<file path="src/rtl/fss_mem_pkg.sv">
// Shared types and default sizing for the FSS BRAM port-A arbiter.
package fss_mem_pkg;

  localparam int unsigned C_DATA_WIDTH    = 16;
  localparam int unsigned C_ADDRESS_WIDTH = 11;
  localparam int unsigned C_WARMUP_CYCLES = 2;
  localparam int unsigned C_MAX_BURST     = 8;

  // Bit positions inside the one-hot grant vector.
  localparam int unsigned C_GNT_CPU_BIT = 0;
  localparam int unsigned C_GNT_PER_BIT = 1;

  typedef enum logic {
    WARMUP = 1'b0,
    RUN    = 1'b1
  } arb_state_t;

  typedef enum logic {
    GNT_CPU = 1'b0,
    GNT_PER = 1'b1
  } last_gnt_t;

  // Bits needed to hold the value max_value (never less than one).
  function automatic int unsigned count_width(input int unsigned max_value);
    return (max_value < 2) ? 1 : $clog2(max_value + 1);
  endfunction

endpackage

</file>
<file path="src/rtl/fss_mem_arbiter_if.sv">
// Bus bundle between the CR16 core, the peripheral master, the BRAM port A
// and the arbiter. The slave modport is the arbiter's view.
interface fss_mem_arbiter_if
  import fss_mem_pkg::*;
#(
  parameter int unsigned P_DATA_WIDTH    = C_DATA_WIDTH,
  parameter int unsigned P_ADDRESS_WIDTH = C_ADDRESS_WIDTH
) ();

  // CR16 core side
  logic                       I_CPU_REQ;
  logic                       I_CPU_WE;
  logic [P_ADDRESS_WIDTH-1:0] I_CPU_ADDR;
  logic [P_DATA_WIDTH-1:0]    I_CPU_WDATA;
  logic                       O_CPU_GNT;
  logic                       O_CPU_RVALID;
  logic [P_DATA_WIDTH-1:0]    O_CPU_RDATA;
  logic                       O_CPU_ENABLE;

  // Peripheral master side (voice engine or program loader)
  logic                       I_PER_REQ;
  logic                       I_PER_WE;
  logic                       I_PER_LOCK;
  logic [P_ADDRESS_WIDTH-1:0] I_PER_ADDR;
  logic [P_DATA_WIDTH-1:0]    I_PER_WDATA;
  logic                       O_PER_GNT;
  logic                       O_PER_RVALID;
  logic [P_DATA_WIDTH-1:0]    O_PER_RDATA;

  // BRAM port A
  logic [P_ADDRESS_WIDTH-1:0] O_MEM_ADDR;
  logic [P_DATA_WIDTH-1:0]    O_MEM_WDATA;
  logic                       O_MEM_WE;
  logic [P_DATA_WIDTH-1:0]    I_MEM_RDATA;

  logic                       O_READY;

  modport slave (
    input  I_CPU_REQ, I_CPU_WE, I_CPU_ADDR, I_CPU_WDATA,
    output O_CPU_GNT, O_CPU_RVALID, O_CPU_RDATA, O_CPU_ENABLE,
    input  I_PER_REQ, I_PER_WE, I_PER_LOCK, I_PER_ADDR, I_PER_WDATA,
    output O_PER_GNT, O_PER_RVALID, O_PER_RDATA,
    output O_MEM_ADDR, O_MEM_WDATA, O_MEM_WE,
    input  I_MEM_RDATA,
    output O_READY
  );

  modport master (
    output I_CPU_REQ, I_CPU_WE, I_CPU_ADDR, I_CPU_WDATA,
    input  O_CPU_GNT, O_CPU_RVALID, O_CPU_RDATA, O_CPU_ENABLE,
    output I_PER_REQ, I_PER_WE, I_PER_LOCK, I_PER_ADDR, I_PER_WDATA,
    input  O_PER_GNT, O_PER_RVALID, O_PER_RDATA,
    input  O_MEM_ADDR, O_MEM_WDATA, O_MEM_WE,
    output I_MEM_RDATA,
    input  O_READY
  );

endinterface

</file>
<file path="src/rtl/fss_rr_arbiter2.sv">
// Two-requester round-robin arbiter with a bounded peripheral burst lock.
// Grant is combinational; only the fairness pointer and burst length are state.
module fss_rr_arbiter2
  import fss_mem_pkg::*;
#(
  parameter int unsigned P_MAX_BURST = C_MAX_BURST
) (
  input  logic       I_CLK,
  input  logic       I_NRESET,
  input  logic       i_enable,
  input  logic       i_cpu_req,
  input  logic       i_per_req,
  input  logic       i_per_lock,
  output logic [1:0] o_gnt
);

  localparam int unsigned     C_BW        = count_width(P_MAX_BURST);
  localparam logic [C_BW-1:0] C_BURST_MAX = C_BW'(P_MAX_BURST);
  localparam logic [C_BW-1:0] C_BURST_ONE = C_BW'(1);

  logic [C_BW-1:0] r_burst_count;
  last_gnt_t       r_last_gnt;
  logic            w_locked;

  // Grant decision: lock first, then lone requester, then round-robin tie-break
  always_comb begin
    // NOTE: every signal gets a default first so no path leaves it unassigned (no latch).
    o_gnt    = '0;
    // A non-zero burst count means the peripheral held the port last cycle.
    w_locked = (r_burst_count != '0) && (r_burst_count < C_BURST_MAX) &&
               i_per_req && i_per_lock;
    if (i_enable) begin
      if (w_locked) begin
        o_gnt[C_GNT_PER_BIT] = 1'b1;
      end else if (i_cpu_req && i_per_req) begin
        if (r_last_gnt == GNT_PER) o_gnt[C_GNT_CPU_BIT] = 1'b1;
        else                       o_gnt[C_GNT_PER_BIT] = 1'b1;
      end else if (i_cpu_req) begin
        o_gnt[C_GNT_CPU_BIT] = 1'b1;
      end else if (i_per_req) begin
        o_gnt[C_GNT_PER_BIT] = 1'b1;
      end
    end
  end

  // Fairness pointer and saturating run length of consecutive peripheral grants
  always_ff @(posedge I_CLK or negedge I_NRESET) begin
    if (!I_NRESET) begin
      r_burst_count <= '0;
      r_last_gnt    <= GNT_PER;
    end else begin
      // NOTE: sequential state uses non-blocking assignment so all registers update together.
      if (o_gnt[C_GNT_PER_BIT]) begin
        r_last_gnt <= GNT_PER;
        if (r_burst_count != C_BURST_MAX) r_burst_count <= r_burst_count + C_BURST_ONE;
      end else if (o_gnt[C_GNT_CPU_BIT]) begin
        r_last_gnt    <= GNT_CPU;
        r_burst_count <= '0;
      end else begin
        r_burst_count <= '0;
      end
    end
  end

endmodule

</file>
<file path="src/rtl/fss_mem_arbiter.sv">
// FSS BRAM port-A arbiter: warm-up hold-off, CPU/peripheral arbitration,
// address/data muxing, read-valid tracking and the CR16 stall enable.
module fss_mem_arbiter
  import fss_mem_pkg::*;
#(
  parameter int unsigned P_DATA_WIDTH    = C_DATA_WIDTH,
  parameter int unsigned P_ADDRESS_WIDTH = C_ADDRESS_WIDTH,
  parameter int unsigned P_WARMUP_CYCLES = C_WARMUP_CYCLES,
  parameter int unsigned P_MAX_BURST     = C_MAX_BURST
) (
  input  logic             I_CLK,
  input  logic             I_NRESET,
  fss_mem_arbiter_if.slave io_bus
);

  localparam int unsigned         C_WARM_W    = count_width(P_WARMUP_CYCLES);
  localparam logic [C_WARM_W-1:0] C_WARM_LAST = C_WARM_W'(P_WARMUP_CYCLES - 1);
  localparam logic [C_WARM_W-1:0] C_WARM_ONE  = C_WARM_W'(1);

  arb_state_t                 r_state;
  logic [C_WARM_W-1:0]        r_warm_cnt;
  logic                       r_ready;
  logic                       r_cpu_rvalid;
  logic                       r_per_rvalid;

  logic [1:0]                 w_gnt;
  logic [P_ADDRESS_WIDTH-1:0] w_mem_addr;
  logic [P_DATA_WIDTH-1:0]    w_mem_wdata;
  logic                       w_mem_we;

  // Warm-up sequencer: count settle cycles, then stay in RUN until reset
  always_ff @(posedge I_CLK or negedge I_NRESET) begin
    if (!I_NRESET) begin
      r_state    <= WARMUP;
      r_warm_cnt <= '0;
      r_ready    <= 1'b0;
    end else if (r_state == WARMUP) begin
      if (r_warm_cnt == C_WARM_LAST) begin
        r_state <= RUN;
        r_ready <= 1'b1;
      end else begin
        r_warm_cnt <= r_warm_cnt + C_WARM_ONE;
      end
    end
  end

  fss_rr_arbiter2 #(
    .P_MAX_BURST (P_MAX_BURST)
  ) u_rr_arbiter2 (
    .I_CLK      (I_CLK),
    .I_NRESET   (I_NRESET),
    .i_enable   (r_ready),
    .i_cpu_req  (io_bus.I_CPU_REQ),
    .i_per_req  (io_bus.I_PER_REQ),
    .i_per_lock (io_bus.I_PER_LOCK),
    .o_gnt      (w_gnt)
  );

  // Port-A mux: route the granted master, drive zeros when the port is idle
  always_comb begin
    w_mem_addr  = '0;
    w_mem_wdata = '0;
    w_mem_we    = 1'b0;
    if (w_gnt[C_GNT_CPU_BIT]) begin
      w_mem_addr  = io_bus.I_CPU_ADDR;
      w_mem_wdata = io_bus.I_CPU_WDATA;
      w_mem_we    = io_bus.I_CPU_WE;
    end else if (w_gnt[C_GNT_PER_BIT]) begin
      w_mem_addr  = io_bus.I_PER_ADDR;
      w_mem_wdata = io_bus.I_PER_WDATA;
      w_mem_we    = io_bus.I_PER_WE;
    end
  end

  // Read-valid tracking: BRAM returns data one cycle after a granted read
  always_ff @(posedge I_CLK or negedge I_NRESET) begin
    if (!I_NRESET) begin
      r_cpu_rvalid <= 1'b0;
      r_per_rvalid <= 1'b0;
    end else begin
      r_cpu_rvalid <= w_gnt[C_GNT_CPU_BIT] & ~io_bus.I_CPU_WE;
      r_per_rvalid <= w_gnt[C_GNT_PER_BIT] & ~io_bus.I_PER_WE;
    end
  end

  assign io_bus.O_CPU_GNT    = w_gnt[C_GNT_CPU_BIT];
  assign io_bus.O_PER_GNT    = w_gnt[C_GNT_PER_BIT];
  assign io_bus.O_MEM_ADDR   = w_mem_addr;
  assign io_bus.O_MEM_WDATA  = w_mem_wdata;
  assign io_bus.O_MEM_WE     = w_mem_we;
  assign io_bus.O_CPU_RVALID = r_cpu_rvalid;
  assign io_bus.O_PER_RVALID = r_per_rvalid;
  // Read data is shared; it is forced to zero until warm-up completes.
  assign io_bus.O_CPU_RDATA  = r_ready ? io_bus.I_MEM_RDATA : '0;
  assign io_bus.O_PER_RDATA  = r_ready ? io_bus.I_MEM_RDATA : '0;
  assign io_bus.O_READY      = r_ready;
  // The core stalls whenever it asks for the port and does not get it.
  assign io_bus.O_CPU_ENABLE = r_ready & (~io_bus.I_CPU_REQ | w_gnt[C_GNT_CPU_BIT]);

endmodule

</file>
<file path="src/flat_wrapper.sv">
// flat-port wrapper written by rule: the top's interface ports become plain ports
module fss_mem_arbiter_flat import fss_mem_pkg::*;
#(
  parameter int unsigned P_DATA_WIDTH    = C_DATA_WIDTH,
  parameter int unsigned P_ADDRESS_WIDTH = C_ADDRESS_WIDTH,
  parameter int unsigned P_WARMUP_CYCLES = C_WARMUP_CYCLES,
  parameter int unsigned P_MAX_BURST     = C_MAX_BURST
)
  (I_CLK, I_NRESET, io_bus_I_CPU_REQ, io_bus_I_CPU_WE, io_bus_I_CPU_ADDR, io_bus_I_CPU_WDATA, io_bus_O_CPU_GNT, io_bus_O_CPU_RVALID, io_bus_O_CPU_RDATA, io_bus_O_CPU_ENABLE, io_bus_I_PER_REQ, io_bus_I_PER_WE, io_bus_I_PER_LOCK, io_bus_I_PER_ADDR, io_bus_I_PER_WDATA, io_bus_O_PER_GNT, io_bus_O_PER_RVALID, io_bus_O_PER_RDATA, io_bus_O_MEM_ADDR, io_bus_O_MEM_WDATA, io_bus_O_MEM_WE, io_bus_I_MEM_RDATA, io_bus_O_READY);
  fss_mem_arbiter_if #(.P_DATA_WIDTH(P_DATA_WIDTH), .P_ADDRESS_WIDTH(P_ADDRESS_WIDTH)) io_bus_i ();
  input  logic I_CLK;
  input  logic I_NRESET;
  input wire logic [$bits(io_bus_i.I_CPU_REQ)-1:0] io_bus_I_CPU_REQ;
  input wire logic [$bits(io_bus_i.I_CPU_WE)-1:0] io_bus_I_CPU_WE;
  input wire logic [$bits(io_bus_i.I_CPU_ADDR)-1:0] io_bus_I_CPU_ADDR;
  input wire logic [$bits(io_bus_i.I_CPU_WDATA)-1:0] io_bus_I_CPU_WDATA;
  output wire logic [$bits(io_bus_i.O_CPU_GNT)-1:0] io_bus_O_CPU_GNT;
  output wire logic [$bits(io_bus_i.O_CPU_RVALID)-1:0] io_bus_O_CPU_RVALID;
  output wire logic [$bits(io_bus_i.O_CPU_RDATA)-1:0] io_bus_O_CPU_RDATA;
  output wire logic [$bits(io_bus_i.O_CPU_ENABLE)-1:0] io_bus_O_CPU_ENABLE;
  input wire logic [$bits(io_bus_i.I_PER_REQ)-1:0] io_bus_I_PER_REQ;
  input wire logic [$bits(io_bus_i.I_PER_WE)-1:0] io_bus_I_PER_WE;
  input wire logic [$bits(io_bus_i.I_PER_LOCK)-1:0] io_bus_I_PER_LOCK;
  input wire logic [$bits(io_bus_i.I_PER_ADDR)-1:0] io_bus_I_PER_ADDR;
  input wire logic [$bits(io_bus_i.I_PER_WDATA)-1:0] io_bus_I_PER_WDATA;
  output wire logic [$bits(io_bus_i.O_PER_GNT)-1:0] io_bus_O_PER_GNT;
  output wire logic [$bits(io_bus_i.O_PER_RVALID)-1:0] io_bus_O_PER_RVALID;
  output wire logic [$bits(io_bus_i.O_PER_RDATA)-1:0] io_bus_O_PER_RDATA;
  output wire logic [$bits(io_bus_i.O_MEM_ADDR)-1:0] io_bus_O_MEM_ADDR;
  output wire logic [$bits(io_bus_i.O_MEM_WDATA)-1:0] io_bus_O_MEM_WDATA;
  output wire logic [$bits(io_bus_i.O_MEM_WE)-1:0] io_bus_O_MEM_WE;
  input wire logic [$bits(io_bus_i.I_MEM_RDATA)-1:0] io_bus_I_MEM_RDATA;
  output wire logic [$bits(io_bus_i.O_READY)-1:0] io_bus_O_READY;
  assign io_bus_i.I_CPU_REQ = io_bus_I_CPU_REQ;
  assign io_bus_i.I_CPU_WE = io_bus_I_CPU_WE;
  assign io_bus_i.I_CPU_ADDR = io_bus_I_CPU_ADDR;
  assign io_bus_i.I_CPU_WDATA = io_bus_I_CPU_WDATA;
  assign io_bus_O_CPU_GNT = io_bus_i.O_CPU_GNT;
  assign io_bus_O_CPU_RVALID = io_bus_i.O_CPU_RVALID;
  assign io_bus_O_CPU_RDATA = io_bus_i.O_CPU_RDATA;
  assign io_bus_O_CPU_ENABLE = io_bus_i.O_CPU_ENABLE;
  assign io_bus_i.I_PER_REQ = io_bus_I_PER_REQ;
  assign io_bus_i.I_PER_WE = io_bus_I_PER_WE;
  assign io_bus_i.I_PER_LOCK = io_bus_I_PER_LOCK;
  assign io_bus_i.I_PER_ADDR = io_bus_I_PER_ADDR;
  assign io_bus_i.I_PER_WDATA = io_bus_I_PER_WDATA;
  assign io_bus_O_PER_GNT = io_bus_i.O_PER_GNT;
  assign io_bus_O_PER_RVALID = io_bus_i.O_PER_RVALID;
  assign io_bus_O_PER_RDATA = io_bus_i.O_PER_RDATA;
  assign io_bus_O_MEM_ADDR = io_bus_i.O_MEM_ADDR;
  assign io_bus_O_MEM_WDATA = io_bus_i.O_MEM_WDATA;
  assign io_bus_O_MEM_WE = io_bus_i.O_MEM_WE;
  assign io_bus_i.I_MEM_RDATA = io_bus_I_MEM_RDATA;
  assign io_bus_O_READY = io_bus_i.O_READY;
  fss_mem_arbiter #(.P_DATA_WIDTH(P_DATA_WIDTH), .P_ADDRESS_WIDTH(P_ADDRESS_WIDTH), .P_WARMUP_CYCLES(P_WARMUP_CYCLES), .P_MAX_BURST(P_MAX_BURST)) u_core (.I_CLK(I_CLK), .I_NRESET(I_NRESET), .io_bus(io_bus_i));
endmodule
</file>
<file path="config.mk">
export PLATFORM = sky130hd
export DESIGN_NAME = fss_mem_arbiter_flat
export DESIGN_NICKNAME = d
export VERILOG_FILES = /design/src/rtl/fss_mem_pkg.sv /design/src/rtl/fss_mem_arbiter_if.sv /design/src/rtl/fss_rr_arbiter2.sv /design/src/rtl/fss_mem_arbiter.sv /design/src/flat_wrapper.sv
export SDC_FILE = /design/constraint.sdc
export NUM_CORES = 1
export LEC_CHECK = 0
export BUFFER_PORTS_ARGS = -buffer_cell sky130_fd_sc_hd__buf_2
export CAP_MARGIN = 15
export CELL_PAD_IN_SITES_DETAIL_PLACEMENT = 2
export CELL_PAD_IN_SITES_GLOBAL_PLACEMENT = 2
export CORE_ASPECT_RATIO = 0.8
export CORE_MARGIN = 1
export CORE_UTILIZATION = 14
export DETAILED_ROUTE_END_ITERATION = 8
export PLACE_DENSITY_LB_ADDON = 0.1
export SKIP_CTS_REPAIR_TIMING = 1
export SYNTH_ARGS = -nofsm -noshare
export SYNTH_HDL_FRONTEND = slang
export SYNTH_SLANG_ARGS = --single-unit
</file>
<file path="constraint.sdc">
create_clock -name I_CLK -period 2.1 [get_ports I_CLK]
set_input_delay 0 -clock I_CLK [delete_from_list [all_inputs] [get_ports I_CLK]]
set_output_delay 0 -clock I_CLK [all_outputs]
set_load 0.01 [all_outputs]
</file>
Yosys cells after proc, flatten, opt, wreduce, memory -nomap -nowiden
Index checks and enable logic that the tools add are counted.
{"block": "totals", "ff_bits": 11, "romBits": 0, "n_memories": 0, "ram_bits": 0, "latchBits": 0, "word_cells": 52}
{"block": "classes", "multipliers": 0, "shifts": 0, "magnitude_cmp": 1, "n_mux": 22, "n_eq_ne": 3, "n_reduce_logical": 8, "addsub": 2, "div": 0, "n_bitwise": 9}
{"operator": "$mux 16", "count": 3}
{"operator": "$mux 11", "count": 2}
{"operator": "$mux 1", "count": 13}
{"operator": "$mux 4", "count": 2}
{"operator": "$not 1->1", "count": 5}
{"operator": "$add 4x1->4 const B", "count": 1}
{"operator": "$logic_and 1x1->1", "count": 4}
{"operator": "$lt 4x4->1 const B", "count": 1}
{"operator": "$mux 2", "count": 2}
{"operator": "$ne 4x4->1 const B", "count": 1}
{"operator": "$reduce_and 2->1", "count": 2}
{"operator": "$reduce_bool 4->1", "count": 1}
{"operator": "$and 1x1->1", "count": 3}
{"operator": "$add 2x1->2 const B", "count": 1}
{"operator": "$eq 2x1->1 const B", "count": 1}
{"operator": "$ne 2x2->1 const B", "count": 1}
{"operator": "$reduce_bool 2->1", "count": 1}
{"operator": "$or 1x1->1", "count": 1}

Longest topological paths before layout
{"block": "depth", "ltp_word": 8, "mapped_depth": 7, "mapped_depth_nobuf": 6}

Hierarchy
Synthesis repeated with hierarchy kept, for this count alone.
{"block": "unflattened", "cells_unflattened": 123, "area_unflattened_um2": 1076.0}
{"module": "fss_mem_arbiter", "area_per_inst_um2": 757.0, "cells_each": 90, "n_inst": 1}
{"module": "fss_rr_arbiter2", "area_per_inst_um2": 319.1, "cells_each": 33, "n_inst": 1}

Worst setup path after synthesis
Ideal clock, no wire load.
{"block": "synth_path", "path_kind": "register to output", "startpoint": "register u_core.u_rr_arbiter2.r_burst_count[0]", "endpoint": "output port io_bus_O_MEM_ADDR[5]", "t_arrival_ns": 1.612, "path_buffers": 1, "slack_ns": 0.488, "path_stages_with_launch": 8, "cell_sequence": "dfrtp_1 -> inv_1 -> ha_1 -> nor2b_1 -> o311ai_4 -> a21boi_4 -> buf_6 -> o22ai_1"}
{"block": "synth_between", "elab_chain_cells": 8, "elab_cells_between_ends": 10}
{"item": "start: declaration", "line_no": "fss_rr_arbiter2.sv:21", "rtl": "logic [C_BW-1:0] r_burst_count;"}
{"item": "start signal: assignment", "line_no": "fss_rr_arbiter2.sv:55", "rtl": "if (r_burst_count != C_BURST_MAX) r_burst_count <= r_burst_count + C_BURST_ONE;"}
{"item": "$lt 4x4->1 / $reduce_bool 4->1 (equally long branches)", "line_no": "fss_rr_arbiter2.sv:30", "rtl": "w_locked = (r_burst_count != '0) && (r_burst_count < C_BURST_MAX) &&"}
{"item": "$logic_and 1x1->1 * (2 in series)", "line_no": "fss_rr_arbiter2.sv:30"}
{"item": "$logic_and 1x1->1 *", "line_no": "fss_rr_arbiter2.sv:31", "rtl": "i_per_req && i_per_lock;"}
{"item": "$mux 1", "line_no": "fss_rr_arbiter2.sv:33", "rtl": "if (w_locked) begin"}
{"item": "$mux 2 *", "line_no": "fss_rr_arbiter2.sv:32", "rtl": "if (i_enable) begin"}
{"item": "$mux 11", "line_no": "fss_mem_arbiter.sv:68", "rtl": "end else if (w_gnt[C_GNT_PER_BIT]) begin"}
{"item": "$mux 11 *", "line_no": "fss_mem_arbiter.sv:64", "rtl": "if (w_gnt[C_GNT_CPU_BIT]) begin"}
{"item": "end: declaration", "line_no": "flat_wrapper.sv:29", "rtl": "output wire logic [$bits(io_bus_i.O_MEM_ADDR)-1:0] io_bus_O_MEM_ADDR;"}
Every way passes the cells marked *; elsewhere a longest branch is shown, timed or not.

Worst setup path in the final report
{"block": "layout_path", "startpoint": "register u_core.u_rr_arbiter2.r_burst_count[1]", "endpoint": "output port io_bus_O_MEM_WDATA[14]"}
{"block": "layout_between", "elab_chain_cells": 8, "elab_cells_between_ends": 10}
{"item": "$lt 4x4->1 / $reduce_bool 4->1 (equally long branches)", "line_no": "fss_rr_arbiter2.sv:30"}
{"item": "$logic_and 1x1->1 * (2 in series)", "line_no": "fss_rr_arbiter2.sv:30"}
{"item": "$logic_and 1x1->1 *", "line_no": "fss_rr_arbiter2.sv:31"}
{"item": "$mux 1", "line_no": "fss_rr_arbiter2.sv:33"}
{"item": "$mux 2 *", "line_no": "fss_rr_arbiter2.sv:32"}
{"item": "$mux 16", "line_no": "fss_mem_arbiter.sv:68"}
{"item": "$mux 16 *", "line_no": "fss_mem_arbiter.sv:64"}
{"item": "end: declaration", "line_no": "flat_wrapper.sv:30", "rtl": "output wire logic [$bits(io_bus_i.O_MEM_WDATA)-1:0] io_bus_O_MEM_WDATA;"}
Marked as above.

==> results_dict.tcl <==
set metrics [dict create \
    hold_class "primary input to flip-flop" \
    clock_power_share 0.219 \
    hold-path-endpoint "u_core.u_rr_arbiter2.r_last_gnt" \
    grt_pass1_vias 1672 \
    rr_startpoint "u_core.u_rr_arbiter2.r_burst_count[1]" \
    hpwl_um 4594 \
    hold_viol_final 0 \
    internal_power_mw 0.6435 \
    clkLatencyLatePin_ps 240 \
    yosysWarnings 0 \
    io_buffers 142 \
    hold_depth 2 \
    fin_ws_ps 59.24 \
    final_area_mm2 0.002167 \
    antenna_found_initial 0 \
    htree_levels 1 \
    fp.dieH_um 85.49 \
    rr_endpoint "u_core.io_bus.O_CPU_RVALID" \
    leakagePower_nw 1.295 \
    cp-start-kind "flip-flop" \
    synthCells 182 \
    first_pass_iters 4 \
    cp_data_arrival_time_ps 2040 \
    std_cell_rows 30 \
    fin_skew_ps 3.639 \
    syn_nets 262 \
    drc 0 \
    drv_slew 0 \
    cts_tree "yes" \
    max_cap_viol_count 0 \
    ios 143 \
    ys_ff_latch 11 \
    place.gp.congestion 0.7406 \
    cts_inserted_buffers 3 \
    status "complete, no violations" \
    core_mm2 0.008483 \
    power_density_mw_per_mm2 465.7 \
    syn_avg_cell_area_um2 6.703 \
    crit_chain "inv_2 > ha_4 > nor2b_4 > o311ai_4 > a21boi_4 > buf_6 > clkbuf_16 > o22ai_1 > buf_2" \
    place_inst 412 \
    worstSetupPathType "flip-flop to primary output" \
    switchingPower_mw 0.3657 \
    fp.dieW_um 106.4 \
    n_antenna_cell 0 \
    wirelength_um 5922 \
    worstHoldStart "io_bus_I_PER_REQ" \
    drt_iter0_markers 49 \
    finalSetupViolCount 0 \
    vias 1748 \
    p_seq_frac 0.240 \
    fin_util 0.2555 \
    clkSlewWorstSetupHoldPaths_ps 50 \
    ir_drop_mv 0.2501 \
    power_frac_comb 0.541 \
    rsz0062_at_grt "true" \
    dpl_cell_area_mm2 0.001944 \
    crit_path_max_fanout 6 \
    fin_crit_sh 0.9718 \
    cts_sinks 11 \
    start_util 0.1438 \
    cts_max_path_buffers 2 \
    rrSetupSlack_ps 450 \
    layout.nets 399 \
    grt.total_usage 0.1201 \
    grt_start_max_net_pins 39 \
    vias_per_cell 4.065 \
    drtAntennaViolNets 0 \
    slowest_stage "dfrtp_1" \
    final-instance-count-excl-fill 430 \
    dieArea_mm2 0.009093 \
    syn_area_mm2 0.001220 \
    layout-drive-gt1-share 0.5346 \
    yosysUniqueCellTypes 25 \
    overflow 0 \
    final.min_clock_period_ps 2041 \
    wl_per_cell_um 13.77 \
    place_ws_ps 210.3 \
    cp.required_ps 2100 \
    synth_top_area_share 0.2051 \
    p_sw_frac 0.3623 \
    yosysSeqAreaShare 0.2267 \
    final_common_cell "buf_2" \
    tightest_slew_ps 340.4 \
    slew_headroom 0.7731 \
    area_delta_synth_final_pct 77.64 \
    synth_area_leaders "dfrtp_1, nand2_1, o22ai_1" \
    timing.fmax_ghz 0.4900 \
    cts_root_buffer "clkbuf_8" \
    yosysTopAreaCell "dfrtp_1" \
    grt_pass1_wl_um 8604 \
    cp-end-kind "primary output" \
    r2r_cells 6 \
    cpPeakStageDelay_ps 400 \
    final_cell_mix "buf_2, nand2_1, o22ai_1, and2_1, buf_4" \
]
-- power groups by stage --
stage	clock network [mW]	registers, mW	logic [mW]
2_1_floorplan	0	0.243	0.259
3_3_place_gp	0	0.243	0.464
3_5_place_dp	0	0.245	0.469
4_1_cts	0.230	0.242	0.471
5_1_grt	0.237	0.244	0.599
6_report	0.221	0.242	0.546
-- layer usage --
metal / up-vias / GRT usage / wire (um)
met1: 836 / 0.1439 / 2493
met2: 49 / 0.2237 / 3093
met5: - / 0 / 0
li1: 858 / - / -
met3: 5 / 0.01596 / 281
met4: 0 / 0.03409 / 53
-- cell families after synthesis --
group / synth area share
and+or+nand+nor: 0.3200
buffers and inverters: 0.1774
AOI/OAI and AO/OA: 0.2082
DFF: 0.2267
xor gates and xnor gates: 0.02872
adders and majority gates: 0.03077
muxes: 0.008205
-- worst max-delay path by stage --
stage | start | end | slack, ps | cells after the start
floorplan | u_core.u_rr_arbiter2.r_burst_count[0] | io_bus_O_MEM_ADDR[5] | 490 | 7
global placement | u_core.u_rr_arbiter2.r_burst_count[0] | io_bus_O_MEM_WE | 300 | 8
detailed placement | u_core.u_rr_arbiter2.r_burst_count[0] | io_bus_O_MEM_ADDR[8] | 210 | 8
CTS | u_core.u_rr_arbiter2.r_burst_count[0] | io_bus_O_MEM_ADDR[8] | -60 | 8
global route | u_core.u_rr_arbiter2.r_burst_count[0] | io_bus_O_MEM_WDATA[1] | -20 | 9
finish | u_core.u_rr_arbiter2.r_burst_count[1] | io_bus_O_MEM_WDATA[14] | 60 | 9
-- worst max-delay path, delay by kind of cell (launching register included) --
family / cells / cell delay, ps
adder cells (fa/ha/maj): 1 / 150
AND/OR/NAND/NOR: 1 / 130
flip-flops: 1 / 400
AO/OA/AOI/OAI: 3 / 610
buffers and inverters: 4 / 510
-- state kept, by name, indices dropped and copies added, names as in the netlist --
signal and count:
u_core.u_rr_arbiter2.r_last_gnt 1, u_core.io_bus.O_READY 1, u_core.r_state 1, u_core.io_bus.O_CPU_RVALID 1
u_core.r_warm_cnt 2, u_core.io_bus.O_PER_RVALID 1, u_core.u_rr_arbiter2.r_burst_count 4
-- Yosys cell counts --
master    count
o311ai_4      1
buf_2         2
nor2_1        7
mux2i_1       1
nand2_2       1
buf_6         2
inv_1         9
or3_1         1
dfrtp_1      10
o21ai_0       1
a21boi_4      1
a22o_1        1
nand3_1       3
and2_1       16
nand2_1      60
xnor2_1       1
clkbuf_1      8
xor2_1        3
o22ai_1      28
dfstp_2       1
a21oi_1       4
nor3_1        1
ha_1          3
buf_4        16
nor2b_1       1
-- metrics by stage --
| step | setup TNS (ps) | hold slack, ps | total power [mW] |
|---|---|---|---|
| after floorplan | 0 | -295.6 | 0.5024 |
| after global placement | 0 | -100.9 | 0.7074 |
| after detailed placement | 0 | -100.8 | 0.7144 |
| after CTS | -1096 | -363.5 | 0.9424 |
| after global routing | -458.4 | 46.83 | 1.079 |
| final | 0 | 48.37 | 1.009 |
-- layout make-up --
cell class	count	area [um^2]
sequential	11	277.8
tap	112	140.1
fill	1048	6316
timing repair buffer	160	917.1
multi-input combinational	134	753.2
clock buffer	4	45.04
inverter	9	33.78
(Power assumes the default switching activity.)
